**config.mk**
```make
export PLATFORM = sky130hd
export DESIGN_NAME = aes_block_unloader
export DESIGN_NICKNAME = d
export VERILOG_FILES = /design/src/rtl/aes_types_pkg.sv /design/src/rtl/aes_block_unloader.sv
export SDC_FILE = /design/constraint.sdc
export NUM_CORES = 1
export LEC_CHECK = 0
export ABC_CLOCK_PERIOD_IN_PS = 7300
export CAP_MARGIN = 10
export CORE_ASPECT_RATIO = 0.9
export CORE_MARGIN = 1
export CORE_UTILIZATION = 50
export DETAILED_ROUTE_END_ITERATION = 10
export GPL_TIMING_DRIVEN = 0
export PLACE_DENSITY = 0.76
export SYNTH_ARGS = -nofsm -noshare
export SYNTH_HDL_FRONTEND = slang
export SYNTH_SLANG_ARGS = --single-unit
```
**constraint.sdc**
```tcl
create_clock -name clk -period 7.3 [get_ports clk]
set_input_delay 0.73 -clock clk [delete_from_list [all_inputs] [get_ports clk]]
set_output_delay 0.73 -clock clk [all_outputs]
set_load 0.02 [all_outputs]
```
**src/rtl/aes_types_pkg.sv**
```systemverilog
// Shared AES datapath word types.
package aes_types_pkg;
    typedef logic [127:0] ulogic128;
    typedef logic [31:0]  ulogic32;
endpackage

```
**src/rtl/aes_block_unloader.sv**
```systemverilog
// AES output unloader: buffers 128-bit result blocks and streams each block
// to the host side as four 32-bit words over a valid/ready handshake.
module aes_block_unloader
    import aes_types_pkg::*;
#(
    parameter int BUF_DEPTH = 2,
    parameter bit MSW_FIRST = 1'b1
) (
    input  logic        clk,
    input  logic        n_rst,
    input  ulogic128    blk_data_in,
    input  logic        blk_valid_in,
    output logic        blk_ready_out,
    output ulogic32     word_data_out,
    output logic        word_valid_out,
    input  logic        word_ready_in,
    output logic        word_last_out,
    output logic [1:0]  word_idx_out,
    output logic        busy_out,
    output logic [15:0] blk_count_out
);

    localparam int PTR_W = (BUF_DEPTH > 1) ? $clog2(BUF_DEPTH) : 1;
    localparam int OCC_W = $clog2(BUF_DEPTH + 1);
    localparam logic [OCC_W-1:0] OCC_FULL = OCC_W'(BUF_DEPTH);
    localparam logic [PTR_W-1:0] PTR_LAST = PTR_W'(BUF_DEPTH - 1);

    typedef enum logic {ST_EMPTY, ST_STREAM} state_t;

    state_t           state_q, state_d;
    ulogic128         buf_q [BUF_DEPTH];
    logic [PTR_W-1:0] head_q, head_d, tail_q, tail_d;
    logic [OCC_W-1:0] occ_q, occ_d;
    logic [1:0]       idx_q, idx_d;
    logic [15:0]      cnt_q, cnt_d;
    logic             ready_q, ready_d;
    logic             acc, xfer, pop;
    ulogic128         head_blk;
    ulogic32          word_sel;

    always_ff @(posedge clk or negedge n_rst) begin
        if (!n_rst) begin
            state_q <= ST_EMPTY;
            head_q  <= '0;
            tail_q  <= '0;
            occ_q   <= '0;
            idx_q   <= '0;
            cnt_q   <= '0;
            ready_q <= 1'b0;
        end else begin
            state_q <= state_d;
            head_q  <= head_d;
            tail_q  <= tail_d;
            occ_q   <= occ_d;
            idx_q   <= idx_d;
            cnt_q   <= cnt_d;
            ready_q <= ready_d;
        end
    end

    // Block storage carries no reset; occupancy alone decides what is live.
    always_ff @(posedge clk) begin
        if (acc) begin
            buf_q[tail_q] <= blk_data_in;
        end
    end

    always_comb begin
        state_d = state_q;
        head_d  = head_q;
        tail_d  = tail_q;
        occ_d   = occ_q;
        idx_d   = idx_q;
        cnt_d   = cnt_q;
        // Accept uses the registered ready, so a pop in the same cycle cannot free a slot early.
        acc     = blk_valid_in & ready_q;
        xfer    = (state_q == ST_STREAM) & word_ready_in;
        pop     = xfer & (idx_q == 2'd3);

        if (xfer) begin
            idx_d = idx_q + 2'd1;
        end
        if (pop) begin
            head_d = (head_q == PTR_LAST) ? '0 : head_q + 1'b1;
            cnt_d  = cnt_q + 16'd1;
        end
        if (acc) begin
            tail_d = (tail_q == PTR_LAST) ? '0 : tail_q + 1'b1;
        end

        case ({acc, pop})
            2'b10:   occ_d = occ_q + 1'b1;
            2'b01:   occ_d = occ_q - 1'b1;
            default: occ_d = occ_q;
        endcase

        ready_d = (occ_d < OCC_FULL);
        state_d = (occ_d != '0) ? ST_STREAM : ST_EMPTY;
    end

    always_comb begin
        head_blk = buf_q[head_q];
        case (idx_q)
            2'd0:    word_sel = MSW_FIRST ? head_blk[127:96] : head_blk[31:0];
            2'd1:    word_sel = MSW_FIRST ? head_blk[95:64]  : head_blk[63:32];
            2'd2:    word_sel = MSW_FIRST ? head_blk[63:32]  : head_blk[95:64];
            default: word_sel = MSW_FIRST ? head_blk[31:0]   : head_blk[127:96];
        endcase
    end

    assign word_valid_out = (state_q == ST_STREAM);
    assign word_data_out  = word_valid_out ? word_sel : '0;
    assign word_idx_out   = idx_q;
    assign word_last_out  = word_valid_out & (idx_q == 2'd3);
    assign blk_ready_out  = ready_q;
    assign busy_out       = (occ_q != '0);
    assign blk_count_out  = cnt_q;

endmodule
```
# --- Word level (Yosys, flattened, before mapping) ---
# Memory sizes are Yosys's and may differ from the RTL's.
# Cells that the tools add are included.
op_classes:
  n_reduce_logical: 3
  n_shift: 0
  n_bitwise: 4
  eq_ne: 5
  mux: 8
  div: 0
  n_mul: 0
  n_lt_le_gt_ge: 1
  addsub: 6
ops:
  columns: ["cell", "n"]
  rows:
  - ["32-bit case mux with 3 select lines", 1]
  - ["32-bit two-way mux", 1]
  - ["16-bit by 1-bit adder with 16-bit output (second input constant)", 1]
  - ["2-bit equality test (second input constant)", 3]
  - ["1-bit two-way mux", 5]
  - ["2-bit by 1-bit adder with 2-bit output (second input constant)", 2]
  - ["1-bit bitwise AND", 4]
  - ["2-bit by 1-bit equality test with 1-bit output (second input constant)", 2]
  - ["2-bit case mux with 2 select lines", 1]
  - ["2-bit nonzero test", 2]
  - ["1-bit adder (second input constant)", 2]
  - ["2-bit zero test", 1]
  - ["2-bit less-than comparator (second input constant)", 1]
  - ["2-bit by 1-bit subtractor with 2-bit output (second input constant)", 1]
totals:
  elab_cells: 35
  reg_bits: 24
  mem_bits_rw: 256
  input_bits: 132
  rom_bits: 0
  n_memories: 1
  latchBits: 0
  output_inout_bits: 54
mem_list:
  columns: ["memory", "depth", "word_bits", "read_ports", "rd_ports_with_merged_regs", "write_ports", "line", "text"]
  rows:
  - ["buf_q", 2, 128, 1, 0, 1, "aes_block_unloader.sv:31", "ulogic128 buf_q [BUF_DEPTH];"]

# --- Logic depth before layout (Yosys ltp) ---
depth:
  ltp_word: 6
  depth_mapped: 8
  ltp_nobuf: 8

# --- Worst setup path after synthesis ---
# No wires, ideal clock.
synth_path:
  kind: "input-to-reg"
  start: "in blk_valid_in"
  end: "mem buf_q[0][0] in the netlist's numbering, enable pin"
  setup_slack_ns: 0.527
  cell_stages: 2
  setup_ns: 0.617
  path_buffers: 0
  arrival_ns: 6.156
  cell_sequence: "nand2_1 > nor2_1"
synth_via:
  elab_chain_cells: 3
synth_lines:
  columns: ["item", "line", "text"]
  rows:
  - ["start: declaration", "aes_block_unloader.sv:12", "input logic blk_valid_in,"]
  - ["1-bit bitwise AND", "aes_block_unloader.sv:76", "acc = blk_valid_in & ready_q;"]
  - ["1-bit two-way mux", "aes_block_unloader.sv:63", "if (acc) begin"]
  - ["1-bit two-way mux (implied by the code)", "aes_block_unloader.sv:64", "buf_q[tail_q] <= blk_data_in;"]
  - ["end: declaration", "aes_block_unloader.sv:31", null]
# No other way between the ends.

# --- Worst setup path in the final report ---
layout_path:
  start: "reg idx_q[0] (netlist: word_idx_out[0])"
  end: "out word_data_out[7]"
layout_via:
  elab_chain_cells: 3
layout_lines:
  columns: ["item", "line", "text"]
  rows:
  - ["start: declaration", "aes_block_unloader.sv:34", "logic [1:0] idx_q, idx_d;"]
  - ["start signal: assignment", "aes_block_unloader.sv:55", "idx_q <= idx_d;"]
  - ["2-bit equality test (tied with other cells)", "aes_block_unloader.sv:103", "case (idx_q)"]
  - ["32-bit case mux with 3 select lines (*)", "aes_block_unloader.sv:103", null]
  - ["32-bit two-way mux (*)", "aes_block_unloader.sv:112", "assign word_data_out = word_valid_out ? word_sel : '0;"]
  - ["end: declaration", "aes_block_unloader.sv:14", "output ulogic32 word_data_out,"]
# Every way passes the cells marked *; elsewhere a longest branch is shown, timed or not.

==> out/metrics.csv <==
metric,value,unit
Hold Path Depth,1,
Synth top area share,71.19,%
mux cell area share after synthesis,3.175,%
synth warn,0,
fin. max-slew vios,0,
first-pass GRT wire length,38050,um
Final Cycle Share,52.31,%
DR iter-0 viols,579,
P per Cell Area,416.2,nW/um2
final worst setup slack,3.482,ns
CP Max Fanout,10,
Layout Nets,1004,
CTS tree,yes,
Flop pwr share,37.6,%
Vias/cell,5.670,
final WL,25830,um
Final Instance Area,14070,um2
number of synthesized register bits,280,
DRT antenna net count,0,
RSZ-0062 raised after global routing,no,
CP arrival,3.09,ns
register area,8288,um2
pin count of the biggest net entering global routing,64,
Yosys top cell by area,edfxtp_1,
die footprint,22190,um2
R2R depth,8,
max_slew headroom,52.47,%
Post-Synth Simple-Gate Area,3.975,%
Syn Area/Cell,16.82,um2
R2R Path End,occ_q[1]$_DFF_PN0_,
Multi-input gate area,2297,um2
Post-Syn Instances,642,
routability cong.,0.7129,
post-synth cell types,30,
wire length per cell,21.98,um
crit path time final,3.818,ns
Post-CTS Resized,0,
maximum vdd drop,0.2472,mV
sw frac,34.68,%
HPWL after DPL,16890,um
max frequency,261.9,MHz
FF-to-FF setup slack,5.35,ns
Power Internal,3.824,mW
cts bufs inserted,29,
share of layout cells above drive strength 1,10.14,%
Die Y,141.4,um
status,completed,
Non-Filler Instances,1175,
pre-CTS setup slack,3.994,ns
worst clock skew,0.01388,ns
CTS clock-pin slew for the worst setup and hold paths,0.06,ns
GRT Overall Usage,23.17,%
Net Switching,2.030,mW
Critical Path End Type,primary output,
grt ovf,0,
Crit Reg-Reg Startpoint,word_idx_out[0]$_DFFE_PN0P_,
cts hold-fix bufs,0,
Synth-to-Final Area Change,30.27,%
drt pass-1 iters,5,
Setup Crit Path Kind,register to primary output,
core area,20960,um2
max_cap viols,0,
Syn Nets,781,
Root Buffer Master,clkbuf_16,
Synth Area in Adders,0.8111,%
Worst Setup Start Kind,register,
worst slew pin tran,0.7130,ns
Final setup viols,0,
placed cells,1119,
# rows,50,
Worst Hold Launch,blk_count_out[15]$_DFFE_PN0P_,
Gate power share,39.2,%
initial antenna violation count,1,
Hold Crit Endpoint,blk_count_out[15]$_DFFE_PN0P_,
fillers,1480,
port bufs,185,
Max clock buf depth,3,
sequential share of the synthesized area,76.76,%
H-tree Lvls,1,
area of the mapped netlist,10800,um2
Die Span X,156.9,um
# IOs,186,
clock share of power,23.2,%
Skew-Pair Late Insertion Delay,0.54,ns
hold crit path type,register to register,
placed cell area,13160,um2
Synth Area in Compound Gates,11.49,%
Residual DRC,0,
LEAKAGE,5.037,nW
xor/xnor share of the synthesized area,1.703,%
largest family of logic cells by synthesized area,compound AO/OA/AOI/OAI gates,
Final Hold Fails,0,
via count,6662,
"Data required, critical path",6.57,ns
Area contributors post-synth,"edfxtp_1, dfrtp_1, a22oi_1, mux2i_1, o211a_1",
Setup Buffers After CTS,0,
# clock sinks,280,
initial core utilization,51.52,%
number of global-route vias before repair,6804,
-- power groups by stage --
stage	sequential (mW)	clock [mW]	combinational, mW
4_1_cts	2.20	1.38	2.30
6_report	2.20	1.36	2.29
5_1_grt	2.22	1.44	2.45
3_5_place_dp	2.23	0	2.29
3_3_place_gp	2.30	0	2.22
2_1_floorplan	2.28	0	1.29
-- layout make-up --
type | count | share of cell area (%)
plain buffers | 43 | 1.494
inverters | 4 | 0.1067
clock inverters | 13 | 0.6405
well taps | 286 | 2.544
multi-input cells | 315 | 16.33
repair buffers | 192 | 14.32
clock buffers | 41 | 5.622
diodes | 1 | 0.01779
flip-flops and latches | 280 | 58.92
-- synthesized netlist by cell type --
cell	number
a32oi_1	32
nand2_1	66
a21oi_1	32
inv_1	3
nand3_1	5
nand2b_1	1
nor2_1	3
buf_4	4
or2_2	1
nand2_2	1
nor3_1	1
nand4_2	2
nor3_4	1
and2_1	1
edfxtp_1	256
nor2_2	1
clkbuf_1	12
xor2_1	5
xnor2_1	16
nand4_1	6
mux2i_1	32
buf_2	27
dfrtp_1	24
and4_1	2
inv_2	1
o211a_1	32
a22oi_1	64
and3_1	2
ha_1	7
mux2_2	2
-- metal layers --
metal / GRT usage, % / up-vias / routed length, um
met5: 0 / - / 13
li1: - / 3026 / -
met1: 32.20 / 3290 / 10710
met4: 5.315 / 2 / 452
met2: 37.66 / 308 / 12500
met3: 4.887 / 36 / 2153
-- worst max-delay path, cell delays in order, from the launching register on --
cell and delay, ns:
dfrtp_1 0.47, ha_1 0.19, clkbuf_1 0.40, clkbuf_1 0.60
o211a_1 0.27, clkdlybuf4s50_1 0.62
-- kinds of logic (layout without fill, tap and decap cells) --
group | Yosys count | count (layout)
AO/OA/AOI/OAI | 160 | 160
XOR/XNOR | 21 | 21
adder cells (fa/ha/maj) | 7 | 7
buffers and inverters | 47 | 293
flip-flops | 280 | 280
multiplexers | 34 | 34
other | 0 | 1
AND/OR/NAND/NOR | 93 | 93
-- layout by cell type (no fill, tap or decap), types with 4 or more instances in the layout --
master,netlist,layout
edfxtp_1,256,256
clkdlybuf4s50_1,0,185
nand2_1,66,66
a22oi_1,64,64
a21oi_1,32,32
a32oi_1,32,32
mux2i_1,32,32
o211a_1,32,32
clkbuf_16,0,29
buf_2,27,27
dfrtp_1,24,24
clkbuf_1,12,22
xnor2_1,16,16
clkinv_2,0,8
ha_1,7,7
nand4_1,6,6
nand3_1,5,5
xor2_1,5,5
buf_4,4,4
buf_12,0,4
-- registers in the layout (all words and copies together) (netlist names) --
signal          flops
tail_q              1
head_q              1
word_idx_out        2
buf_q             256
blk_count_out      16
word_valid_out      1
occ_q               2
blk_ready_out       1
-- worst max-delay path by stage --
| stage | start | end | slack (ns) |
|---|---|---|---|
| 3_3_place_gp | blk_valid_in | buf_q[0][114]$_DFFE_PP_ | -2.84 |
| 4_1_cts | word_idx_out[0]$_DFFE_PN0P_ | word_data_out[7] | 3.42 |
| 2_1_floorplan | blk_valid_in | buf_q[0][0]$_DFFE_PP_ | 0.53 |
| 5_1_grt | word_idx_out[0]$_DFFE_PN0P_ | word_data_out[7] | 3.29 |
| 6_report | word_idx_out[0]$_DFFE_PN0P_ | word_data_out[7] | 3.48 |
| 3_5_place_dp | word_idx_out[0]$_DFFE_PN0P_ | word_data_out[7] | 3.99 |
-- per-stage QoR --
step,hold slack [ns],power (mW),setup TNS [ns],util (%)
after floorplan,0.4344,3.568,0,-
final,0.4686,5.855,0,67.12
after CTS,0.4738,5.882,0,66.97
after detailed placement,0.4653,4.521,0,62.77
after global routing,0.5017,6.112,0,67.10
after global placement,0.4606,4.519,-361.94,62.07
Note: power is estimated with default switching activity, not from simulation.
